File: src/rtl/lowdec_pkg.sv
// Shared types and helpers for the active-low one-of-N select decoder.
package lowdec_pkg;

  typedef enum logic [1:0] {
    MODE_OFF       = 2'b00,
    MODE_DIRECT    = 2'b01,
    MODE_SCAN_UP   = 2'b10,
    MODE_SCAN_DOWN = 2'b11
  } mode_t;

  typedef enum logic [1:0] {
    ST_OFF,
    ST_DIRECT,
    ST_SCAN
  } state_t;

  // Callers truncate to their own output width.
  function automatic logic [63:0] onecold(input logic [5:0] i);
    return ~(64'd1 << i);
  endfunction

endpackage

File: src/rtl/lowdec_dwell_timer.sv
// Dwell counter: counts while enabled, ticks when the count reaches the
// live dwell value, then restarts from zero.
module lowdec_dwell_timer
  import lowdec_pkg::*;
#(
  parameter int DWELL_W = 8
) (
  input  logic               clk,
  input  logic               rst,
  input  logic               clr,
  input  logic               en,
  input  logic [DWELL_W-1:0] dwell,
  output logic               tick
);

  logic [DWELL_W-1:0] cnt;

  assign tick = en && (cnt >= dwell);

  always_ff @(posedge clk) begin
    if (rst || clr) begin
      cnt <= '0;
    end else if (en) begin
      cnt <= tick ? '0 : cnt + 1'b1;
    end
  end

endmodule

File: src/rtl/lowdec_scan.sv
// Registered active-low one-of-N decoder with off, direct and
// up/down scan modes plus a wrap pulse.
module lowdec_scan
  import lowdec_pkg::*;
#(
  parameter  int SEL_W   = 3,
  parameter  int DWELL_W = 8,
  localparam int OUT_W   = 2 ** SEL_W
) (
  input  logic               clk,
  input  logic               rst,
  input  logic [1:0]         mode,
  input  logic [SEL_W-1:0]   sel,
  input  logic               load,
  input  logic [DWELL_W-1:0] dwell,
  output logic [OUT_W-1:0]   res,
  output logic [SEL_W-1:0]   idx,
  output logic               wrap
);

  state_t           state, nxt_state;
  mode_t            m;
  logic [SEL_W-1:0] nxt_idx;
  logic             nxt_wrap;
  logic             tick;

  assign m = mode_t'(mode);

  lowdec_dwell_timer #(
    .DWELL_W(DWELL_W)
  ) u_timer (
    .clk  (clk),
    .rst  (rst),
    .clr  (!mode[1] || load),
    .en   (mode[1]),
    .dwell(dwell),
    .tick (tick)
  );

  always_ff @(posedge clk) begin
    if (rst) begin
      state <= ST_OFF;
      idx   <= '0;
      wrap  <= 1'b0;
    end else begin
      state <= nxt_state;
      idx   <= nxt_idx;
      wrap  <= nxt_wrap;
    end
  end

  always_comb begin
    nxt_state = ST_OFF;
    nxt_idx   = idx;
    nxt_wrap  = 1'b0;
    unique case (1'b1)
      m == MODE_OFF: nxt_state = ST_OFF;
      m == MODE_DIRECT: begin
        nxt_state = ST_DIRECT;
        nxt_idx   = sel;
      end
      m == MODE_SCAN_UP,
      m == MODE_SCAN_DOWN: begin
        nxt_state = ST_SCAN;
        // load beats a pending advance and never wraps
        if (load) begin
          nxt_idx = sel;
        end else if (tick) begin
          if (mode[0]) begin
            nxt_idx  = idx - 1'b1;
            nxt_wrap = (idx == '0);
          end else begin
            nxt_idx  = idx + 1'b1;
            nxt_wrap = (idx == '1);
          end
        end
      end
      default: nxt_state = ST_OFF;
    endcase
  end

  // Decoded purely from registers, so no input reaches res in the same cycle.
  assign res = (state == ST_OFF) ? '1 : OUT_W'(onecold(6'(idx)));

endmodule

File: config.mk
export PLATFORM = sky130hd
export DESIGN_NAME = lowdec_scan
export DESIGN_NICKNAME = d
export VERILOG_FILES = /design/src/rtl/lowdec_pkg.sv /design/src/rtl/lowdec_dwell_timer.sv /design/src/rtl/lowdec_scan.sv
export SDC_FILE = /design/constraint.sdc
export NUM_CORES = 1
export LEC_CHECK = 0
export ABC_AREA = 1
export BUFFER_PORTS_ARGS = -buffer_cell sky130_fd_sc_hd__buf_2
export CORE_MARGIN = 2
export CORE_UTILIZATION = 45
export DETAILED_ROUTE_END_ITERATION = 10
export GPL_TIMING_DRIVEN = 0
export PLACE_DENSITY = 0.7
export SLEW_MARGIN = 40
export SYNTH_ARGS = -nofsm -noshare
export SYNTH_HDL_FRONTEND = slang
export SYNTH_SLANG_ARGS = --single-unit
File: constraint.sdc
create_clock -name clk -period 1.7 [get_ports clk]
set_input_delay 0.17 -clock clk [delete_from_list [all_inputs] [get_ports clk]]
set_output_delay 0.17 -clock clk [all_outputs]
set_load 0.005 [all_outputs]
==> metrics.cfg, run 1 <==
[clocking]
clkTransAtPathRegs_ns=0.09
insertion_delay_ns=0.28
clock_sinks=14
cts_buffers=3
cts_hold_buf=0
cts_tree=yes
clockBufferDepth=2
cts-root-buf=clkbuf_4
htreeDepth=1

[routing]
first_pass_iters=4
wl_mm=2.270
drt-initial-drc-count=7
vias_per_cell=4.813
drc=0
routedWlPerCell_um=11.46
ant_nets=0
num_vias=953

[die]
core_sq_um=2002
initial_utilization_pct=48.63
fp.dieH_um=50.51
rows=16
io_pins=28
die_area_sq_um=2551
chipWidth_um=50.51

[timing]
setup_ws_ns=0.06744
holdWs_ns=0.07841
hold_viol=0
finalSetupTns_ns=0
fin_worst_skew_ns=0.001829
relSlewSlack_pct=82.06
period_share_pct=96.03
worst_slew_pin_slew_ns=0.2681
fmax_mhz=612.5
slew_violations=0
fin_crit_ns=1.633
setup_viol=0

[pwr]
p_int_uw=528.1
p_per_area_nw_per_um2=564.9
p_sw_share_pct=28.98
vdd_ir_drop_max_uv=335.9
clock_power_share_pct=33.0
combPwrFrac_pct=20.9
p_sw_uw=215.4
p_leak_uw=0.0006447
seqPwrFrac_pct=46.1

[cells_and_area]
finish.utilization_pct=65.75
final_common_cell=nand2_1
n_fill_cell=177
drive_gt1_share_pct=39.77
antenna_cells=0
nNetsFinal=198
syn2layout_area_growth_pct=35.22
mostFrequentLayoutCells=32 x nand2_1, 27 x buf_2, 22 x inv_1

[hold_path]
hp-class=input pin to flip-flop
whs_endpoint=state[1]
worstHoldStart=rst
min_path_cells=2

[run_status]
status=finished clean

[synth]
synthDistinctLibCells=24
synthesis.instances=135
ys_seq_elements=14
synth_top_cell_by_area=dfxtp_1
netlist_area_sq_um=973.4
syn_nets=161
netlist.area_leader.share_pct=28.79
yosysSeqAreaShare_pct=28.79
yosys_warnings=0
avgSynthCellArea_sq_um=7.211
ys_top_cells_by_area=dfxtp_1 29%, nand2_1 13%, ha_1 12%, inv_1 8.9%, nor2_1 6.2%

[setup_path]
crit_chain=ha_1 > nand2_1 > a21oi_2 > nor2_4 > nand4_4 > or2_1 > buf_6 > nor2_2
path_class=flip-flop to flip-flop
cp.arrival_ns=1.85
cp_max_fo=8
start_kind=flip-flop
r2r_cells=8
r2r-start=u_timer.cnt[5]
cp.required_ns=1.92
critPathCaptureType=flip-flop
reg2reg_slack_ns=0.07
cp_slowest_cell=dfxtp_4
worstReg2RegEnd=u_timer.cnt[2]
path_buf_inv=1
path_delay_family=simple AND/OR/NAND/NOR gates
max_stage_delay_ns=0.35

[placed_design]
dp.final_hpwl_mm=1.700
detailedPlace.worstSlack_ns=-0.01352
port_buffers=27
gp_congestion=0.8459

[grt]
grt_use_total_pct=18.67
grt_pass1_vias=925
grt_overflow_total=0
antenna_found_initial=0
grt_max_degree=9
grt_pass1_wl_mm=3.677

[job]
cap_violations=0

metal layers:
metal | wire (um) | track usage (%) | up-vias
met5 | 0 | 0 | -
met4 | 48 | 8.559 | 0
met3 | 74 | 2.679 | 7
met2 | 1170 | 34.43 | 18
met1 | 977 | 20.93 | 441
li1 | - | - | 487
power by group through the flow:
stage	clock network [uW]	logic, uW	registers (uW)
finish	245	155	343
global route	267	179	345
CTS	251	142	348
detailed placement	0	141	355
global placement	0	134	355
floorplan	0	88.0	355
Yosys cell counts:
cell type and instances:
a21oi_1 3, nand3b_1 2, xor2_1 3, buf_6 1, inv_2 1, nor2_1 16, ha_1 9, a31o_2 1
nor2_4 2, nand4_1 2, a22o_1 1, fa_1 1, nor3_1 1, a21o_1 1, nor3_4 1, inv_1 23
dfxtp_1 14, xnor2_1 3, nand2_1 34, nand4_2 2, nor2_2 9, o21ai_0 3, nand3_1 1, or2_1 1
worst register-to-register path, cell delays in order (launching register included):
cell and delay (ns):
dfxtp_4 0.35, ha_1 0.30, nand2_1 0.09, a21oi_2 0.07, nor2_4 0.14, nand4_4 0.13, or2_1 0.26, buf_6 0.16
nor2_2 0.09
sequential cells by signal (all words and copies together), names as in the netlist:
signal       cells
wrap             1
idx              3
state            2
u_timer.cnt      8
stage by stage:
step,instance area [sq um],power [uW],std cells
after CTS,1180,741.1,193
final,1316,743.6,198
after detailed placement,1142,496.4,189
after global placement,1142,488.5,189
after floorplan,973.4,442.5,135
after global routing,1316,791.2,198
timing repair:
| action | 4_1_cts | 5_1_grt |
|---|---|---|
| buffers inserted | 0 | 5 |
| resized for setup | 1 | 22 |
| setup endpoints to repair | 8 | 10 |
| pin swaps | 0 | 5 |
| endpoints found under the hold margin | 0 | 0 |
layout make-up:
cell class / count / area [sq um] / share of cell area [%]
timing repair buffer: 32 / 172.7 / 13.12
sequential: 14 / 297.8 / 22.62
tap: 27 / 33.78 / 2.567
multi-input combinational: 96 / 671.9 / 51.05
clock buffer: 4 / 36.28 / 2.757
inverter: 24 / 92.59 / 7.034
buffer: 1 / 11.26 / 0.8555
worst max-delay path by stage:
stage / from / end / slack, ns / cells past startpoint
2_1_floorplan: u_timer.cnt[3] / u_timer.cnt[7] / 0.17 / 10
3_3_place_gp: u_timer.cnt[3] / u_timer.cnt[7] / 0.04 / 10
3_5_place_dp: u_timer.cnt[3] / u_timer.cnt[2] / -0.01 / 10
4_1_cts: u_timer.cnt[0] / u_timer.cnt[2] / 0.05 / 9
5_1_grt: u_timer.cnt[5] / u_timer.cnt[7] / -0.04 / 8
6_report: u_timer.cnt[5] / u_timer.cnt[2] / 0.07 / 8
logic make-up after synthesis:
| family | synth area share (%) |
|---|---|
| DFF | 28.79 |
| buffers and inverters | 10.41 |
| adders and majority gates | 13.62 |
| xor gates and xnor gates | 5.399 |
| and+or+nand+nor | 36.12 |
| AOI/OAI and AO/OA | 5.655 |
Note: power is estimated with default switching activity, not from simulation.
==> run 2: changes to the inputs <==
- SETUP_SLACK_MARGIN: default -> 0.5
==> run 2 against run 1 <==
  * Combinational power is 39% higher
  * Final area is 13% higher
  * Count of clock-buffer cells in the layout stayed put
  * Sequential share of layout area is 1.9 points lower
  * Sequential power hardly changed
  * Global-route usage is 1.8 points higher
  * Setup slack better by 0.077 ns
  * Critical path depth is 1 lower
  * Routed wire length is 9.5% higher
  * Sequential cell count stayed put
  * Core utilization is 8.9 points higher
  * Total power is 3.0% higher
  * Critical endpoint is now u_timer.cnt[5]
  * Highest routed layer unchanged
==> metrics.cfg, run 2 (synthesis gave the netlist of run 1 again) <==
[routing]
ant_nets=0  ; unchanged
first_pass_iters=6  ; was 4
routedWlPerCell_um=12.07  ; was 11.46 um
wl_mm=2.486  ; was 2.270 mm
drt-initial-drc-count=13  ; was 7
vias_per_cell=4.757  ; was 4.813
drc=0  ; unchanged
num_vias=980  ; was 953

[timing]
rsz0062_at_grt=yes
fmax_mhz=642.7  ; was 612.5 MHz
relSlewSlack_pct=81.65  ; was 82.06%
setup_viol=0  ; unchanged
hold_viol=0  ; unchanged
fin_crit_ns=1.556  ; was 1.633 ns
fin_worst_skew_ns=0.007351  ; was 0.001829 ns
period_share_pct=91.53  ; was 96.03%
finalSetupTns_ns=0  ; unchanged
worst_slew_pin_slew_ns=0.2732  ; was 0.2681 ns
holdWs_ns=0.07452  ; was 0.07841 ns
slew_violations=0  ; unchanged

[grt]
grt_pass1_vias=944  ; was 925
grt_pass1_wl_mm=3.912  ; was 3.677 mm
grt_use_total_pct=20.49  ; was 18.67%
antenna_found_initial=0  ; unchanged
grt_max_degree=9  ; unchanged
grt_overflow_total=0  ; unchanged

[pwr]
p_sw_share_pct=31.64  ; was 28.98%
p_leak_uw=0.0006878  ; was 0.0006447 uW
p_sw_uw=242.2  ; was 215.4 uW
p_int_uw=523.4  ; was 528.1 uW
clock_power_share_pct=27.1  ; was 33.0%
combPwrFrac_pct=28.1  ; was 20.9%
vdd_ir_drop_max_uv=489.4  ; was 335.9 uV
seqPwrFrac_pct=44.8  ; was 46.1%
p_per_area_nw_per_um2=512.5  ; was 564.9 nW/um^2

[setup_path]
cp_max_fo=8  ; unchanged
path_buf_inv=1  ; unchanged
r2r_cells=7  ; was 8
critPathCaptureType=flip-flop  ; unchanged
worstReg2RegEnd=u_timer.cnt[5]  ; was u_timer.cnt[2]
start_kind=flip-flop  ; unchanged
reg2reg_slack_ns=0.14  ; was 0.07 ns
crit_path_start=u_timer.cnt[7]  ; was u_timer.cnt[5]
cp.required_ns=1.92  ; about the same
max_stage_delay_ns=0.36  ; was 0.35 ns
path_class=flip-flop to flip-flop  ; unchanged
path_delay_family=simple AND/OR/NAND/NOR gates  ; unchanged
crit_chain=ha_4 > a21o_1 > nor2_4 > nand4_4 > or2_1 > buf_6 > nor2_2  ; was ha_1 > nand2_1 > a21oi_2 > nor2_4 > nand4_4 > or2_1 > buf_6 > nor2_2
cp_slowest_cell=dfxtp_4  ; unchanged
r2r-start=u_timer.cnt[7]  ; was u_timer.cnt[5]
cp.arrival_ns=1.78  ; was 1.85 ns

[placed_design]
gp_congestion=0.8696  ; was 0.8459
dp.final_hpwl_mm=1.643  ; was 1.700 mm
port_buffers=27  ; unchanged
dp_cells=189  ; unchanged

[cells_and_area]
nNetsFinal=206  ; was 198
syn2layout_area_growth_pct=53.47  ; was 35.22%
n_fill_cell=146  ; was 177
layout.area.seq_sq_um=309.0  ; was 297.8 sq um
reg_top3=u_timer.cnt: 8 flops, idx: 3 flops, state: 2 flops  ; unchanged
antenna_cells=0  ; unchanged
largest_reg_flops=8  ; unchanged
multiInputGateArea_sq_um=775.7  ; was 671.9 sq um
layout.cells.non_filler=206  ; was 198
drive_gt1_share_pct=56.42  ; was 39.77%
finish.utilization_pct=74.63  ; was 65.75%
mostFrequentLayoutCells=27 x nand2_1, 27 x buf_2, 18 x inv_1  ; was 32 x nand2_1, 27 x buf_2, 22 x inv_1
regMostFlops=u_timer.cnt  ; unchanged

[hold_path]
min_path_cells=2  ; unchanged
worstHoldStart=rst  ; unchanged
whs_endpoint=state[1]  ; unchanged
hp-class=input pin to flip-flop  ; unchanged

[clocking]
clock_sinks=14  ; unchanged
clkTransAtPathRegs_ns=0.09  ; about the same
clockBufferDepth=2  ; unchanged
insertion_delay_ns=0.29  ; was 0.28 ns
htreeDepth=1  ; unchanged
cts_tree=yes  ; unchanged
cts-root-buf=clkbuf_4  ; unchanged
cts_buffers=3  ; unchanged

[die]
io_pins=28  ; unchanged
rows=16  ; unchanged
chipWidth_um=50.51  ; unchanged
core_sq_um=2002  ; unchanged
initial_utilization_pct=48.63  ; unchanged
die_area_sq_um=2551  ; unchanged
fp.dieH_um=50.51  ; unchanged

[run_status]
status=finished clean  ; unchanged

[job]
cap_violations=0  ; unchanged

## run 2: cell types whose count changed in the layout (fill, tap and decap cells not counted), sizes merged
cell,previous run,this run
buf,33,41
## run 2: how the worst max path moves through the flow
| stage | cells past startpoint | endpoint | slack [ns] |
|---|---|---|---|
| finish | 7 | u_timer.cnt[5] | 0.14 |
| global route | 7 | u_timer.cnt[5] | 0.07 |
| CTS | 7 | u_timer.cnt[4] | 0.16 |
| detailed placement | 8 | u_timer.cnt[7] | 0.08 |
| global placement | 8 | u_timer.cnt[7] | 0.12 |
| floorplan | 10 | u_timer.cnt[7] | 0.23 |
## run 2: timing repair
item	CTS	global route
endpoints found under the setup margin	20	20
buffers inserted	10	3
pin swaps	13	7
hold buffers	0	0
resized for setup	24	21
## run 2: layout make-up
class	instances	area share [%]
Timing Repair Buffer	40	16.58
Clock buffer	4	1.759
Multi-Input combinational cell	96	51.93
Sequential cell	14	20.69
Inverter	24	6.030
Buffer	1	0.7538
Tap cell	27	2.261
## run 2: power groups by stage
stage / sequential, uW / combinational, uW / clock, uW
after floorplan: 354 / 94.6 / 0
after global placement: 354 / 142 / 0
after detailed placement: 355 / 146 / 0
after CTS: 343 / 194 / 206
after global routing: 344 / 240 / 229
final: 343 / 215 / 207
## run 2: layer usage
layer	vias up	track usage [%]	share of wire, %
met2	16	36.40	53
met3	4	4.464	3.5
li1	502	-	-
met4	0	7.207	1.1
met1	458	24.07	42
met5	-	0	0
## run 2: through the flow
stage               worst slack, ns  total power (uW)  instance area (sq um)
global placement             0.1197             496.0                   1219
finish                       0.1441             765.7                   1494
floorplan                    0.2262             448.5                   1050
detailed placement          0.08314             501.0                   1219
CTS                          0.1645             742.9                   1383
global route                0.07239             813.4                   1494
==> run 3: changes to the inputs <==
- RECOVER_POWER: default -> 100
==> run 3 against run 2 <==
  * Final area decreased by 3.3%
  * Fmax down 0.11%
  * First-iteration DRC count grew 31%
  * Total power fell by 2.7%
  * Core utilization is 2.4 points lower
  * Sequential power about the same
  * Sequential share of layout area rose by 0.27 points
  * Setup slack got worse by 0.0018 ns
  * Die area unchanged
  * Clock skew is 0.00080 ns lower
  * Non-clock buffer count stayed put
  * Largest power group unchanged
  * Highest routed layer unchanged
==> metrics.cfg, run 3 (synthesis gave the netlist of run 1 again) <==
[die]
rows=16  ; unchanged
initial_utilization_pct=48.63  ; unchanged
die_area_sq_um=2551  ; unchanged
chipWidth_um=50.51  ; unchanged
fp.dieH_um=50.51  ; unchanged
io_pins=28  ; unchanged
core_sq_um=2002  ; unchanged

[routing]
vias_per_cell=4.806  ; was 4.757
wl_mm=2.503  ; was 2.486 mm
routedWlPerCell_um=12.15  ; was 12.07 um
drc=0  ; unchanged
ant_nets=0  ; unchanged
drt-initial-drc-count=17  ; was 13
num_vias=990  ; was 980
first_pass_iters=4  ; was 6

[clocking]
clkTransAtPathRegs_ns=0.09  ; about the same
insertion_delay_ns=0.29  ; about the same
clockBufferDepth=2  ; unchanged
cts_hold_buf=0  ; unchanged
cts-root-buf=clkbuf_4  ; unchanged
cts_tree=yes  ; unchanged
htreeDepth=1  ; unchanged
clock_sinks=14  ; unchanged
cts_buffers=3  ; unchanged

[cells_and_area]
largest_reg_flops=8  ; unchanged
nNetsFinal=206  ; unchanged
multiInputGateArea_sq_um=755.7  ; was 775.7 sq um
layout.area.seq_sq_um=302.8  ; was 309.0 sq um
regMostFlops=u_timer.cnt  ; unchanged
layout.cells.non_filler=206  ; unchanged
drive_gt1_share_pct=49.72  ; was 56.42%
n_fill_cell=159  ; was 146
mostFrequentLayoutCells=28 x nand2_1, 26 x buf_2, 20 x inv_1  ; was 27 x nand2_1, 27 x buf_2, 18 x inv_1
reg_top3=u_timer.cnt: 8 flops, idx: 3 flops, state: 2 flops  ; unchanged
final_common_cell=nand2_1
finish.utilization_pct=72.19  ; was 74.63%
syn2layout_area_growth_pct=48.46  ; was 53.47%
antenna_cells=0  ; unchanged

[setup_path]
r2r-start=u_timer.cnt[3]  ; was u_timer.cnt[7]
crit_path_frequent_cell=nand2_1
max_stage_delay_ns=0.38  ; was 0.36 ns
reg2reg_slack_ns=0.14  ; about the same
cp_max_fo=5  ; was 8
crit_path_start=u_timer.cnt[3]  ; was u_timer.cnt[7]
r2r_cells=12  ; was 7
path_class=flip-flop to flip-flop  ; unchanged
cp.required_ns=1.89  ; was 1.92 ns
worstReg2RegEnd=idx[0]  ; was u_timer.cnt[5]
start_kind=flip-flop  ; unchanged
cp.arrival_ns=1.75  ; was 1.78 ns
cp_slowest_cell=dfxtp_4  ; unchanged
critPathCaptureType=flip-flop  ; unchanged
crit_chain=ha_4 > nand2_2 > inv_1 > nand2_1 > nand2_1 > nand2_1 > nand4_4 > clkbuf_2 > buf_6 > nand3b_1 > nand2_1 > nor2_1  ; was ha_4 > a21o_1 > nor2_4 > nand4_4 > or2_1 > buf_6 > nor2_2

[grt]
grt_overflow_total=0  ; unchanged
antenna_found_initial=0  ; unchanged
grt_max_degree=9  ; unchanged
grt_use_total_pct=20.49  ; unchanged
grt_pass1_wl_mm=3.912  ; unchanged
grt_pass1_vias=944  ; unchanged

[hold_path]
hp-class=input pin to flip-flop  ; unchanged
whs_endpoint=state[1]  ; unchanged
min_path_cells=2  ; unchanged
worstHoldStart=rst  ; unchanged

[timing]
fmax_mhz=642.0  ; was 642.7 MHz
period_share_pct=91.63  ; was 91.53%
worst_slew_pin_slew_ns=0.3199  ; was 0.2732 ns
slew_violations=0  ; unchanged
setup_viol=0  ; unchanged
fin_crit_ns=1.558  ; was 1.556 ns
rsz0062_at_grt=yes  ; unchanged
finalSetupTns_ns=0  ; unchanged
relSlewSlack_pct=78.67  ; was 81.65%
hold_viol=0  ; unchanged
fin_worst_skew_ns=0.006548  ; was 0.007351 ns

[placed_design]
dp.final_hpwl_mm=1.643  ; unchanged
dp_cells=189  ; unchanged
gp_congestion=0.8696  ; unchanged
port_buffers=27  ; unchanged

[pwr]
p_per_area_nw_per_um2=515.5  ; was 512.5 nW/um^2
p_leak_uw=0.0006721  ; was 0.0006878 uW
vdd_ir_drop_max_uv=460.9  ; was 489.4 uV

[job]
cap_violations=0  ; unchanged

[run_status]
status=finished clean  ; unchanged

## run 3: layout make-up
cell class                 instances  share of cell area [%]
multi-input combinational         96                   52.29
clock buffer                       4                   1.818
sequential                        14                   20.95
timing repair buffer              40                   15.58
inverter                          24                   6.234
tap                               27                   2.338
buffer                             1                  0.7792
## run 3: repair_timing
item / in CTS / in global routing
setup endpoints to repair: 20 / 20
gates resized for setup: 24 / 21
pin swaps: 13 / 7
setup buffers: 10 / 3
## run 3: worst max-delay path by stage
stage / cells after the start / endpoint / slack (ns)
after global routing: 10 / u_timer.cnt[5] / 0.05
final: 12 / idx[0] / 0.14
after detailed placement: 8 / u_timer.cnt[7] / 0.08
after floorplan: 10 / u_timer.cnt[7] / 0.23
after CTS: 7 / u_timer.cnt[4] / 0.16
after global placement: 8 / u_timer.cnt[7] / 0.12
## run 3: per-stage QoR
step                      hold WS [ns]  setup WS [ns]  power [uW]  area (sq um)
final                          0.07616         0.1423       745.0          1445
after global routing           0.07159        0.05230       793.1          1445
after CTS                      0.07987         0.1645       742.9          1383
after detailed placement        0.3873        0.08314       501.0          1219
after global placement          0.3820         0.1197       496.0          1219
after floorplan                 0.2424         0.2262       448.5          1050
## run 3: critical path: cells and delay by family (launching register included)
kind	cells	cell delay, ns
fa+ha+maj	1	0.27
buf+inv	3	0.30
flops	1	0.38
simple gates	8	0.52
## run 3: per-layer routing
layer	GRT usage (%)	wire length (um)
met4	7.207	29
met5	0	0
met2	36.40	1329
met1	24.07	1024
met3	4.464	120
## run 3: power breakdown
part | internal [uW] | switching (uW)
Clock | 91.2 | 114
Combinational | 86.2 | 112
Sequential | 332 | 8.69
Total | 510 | 235
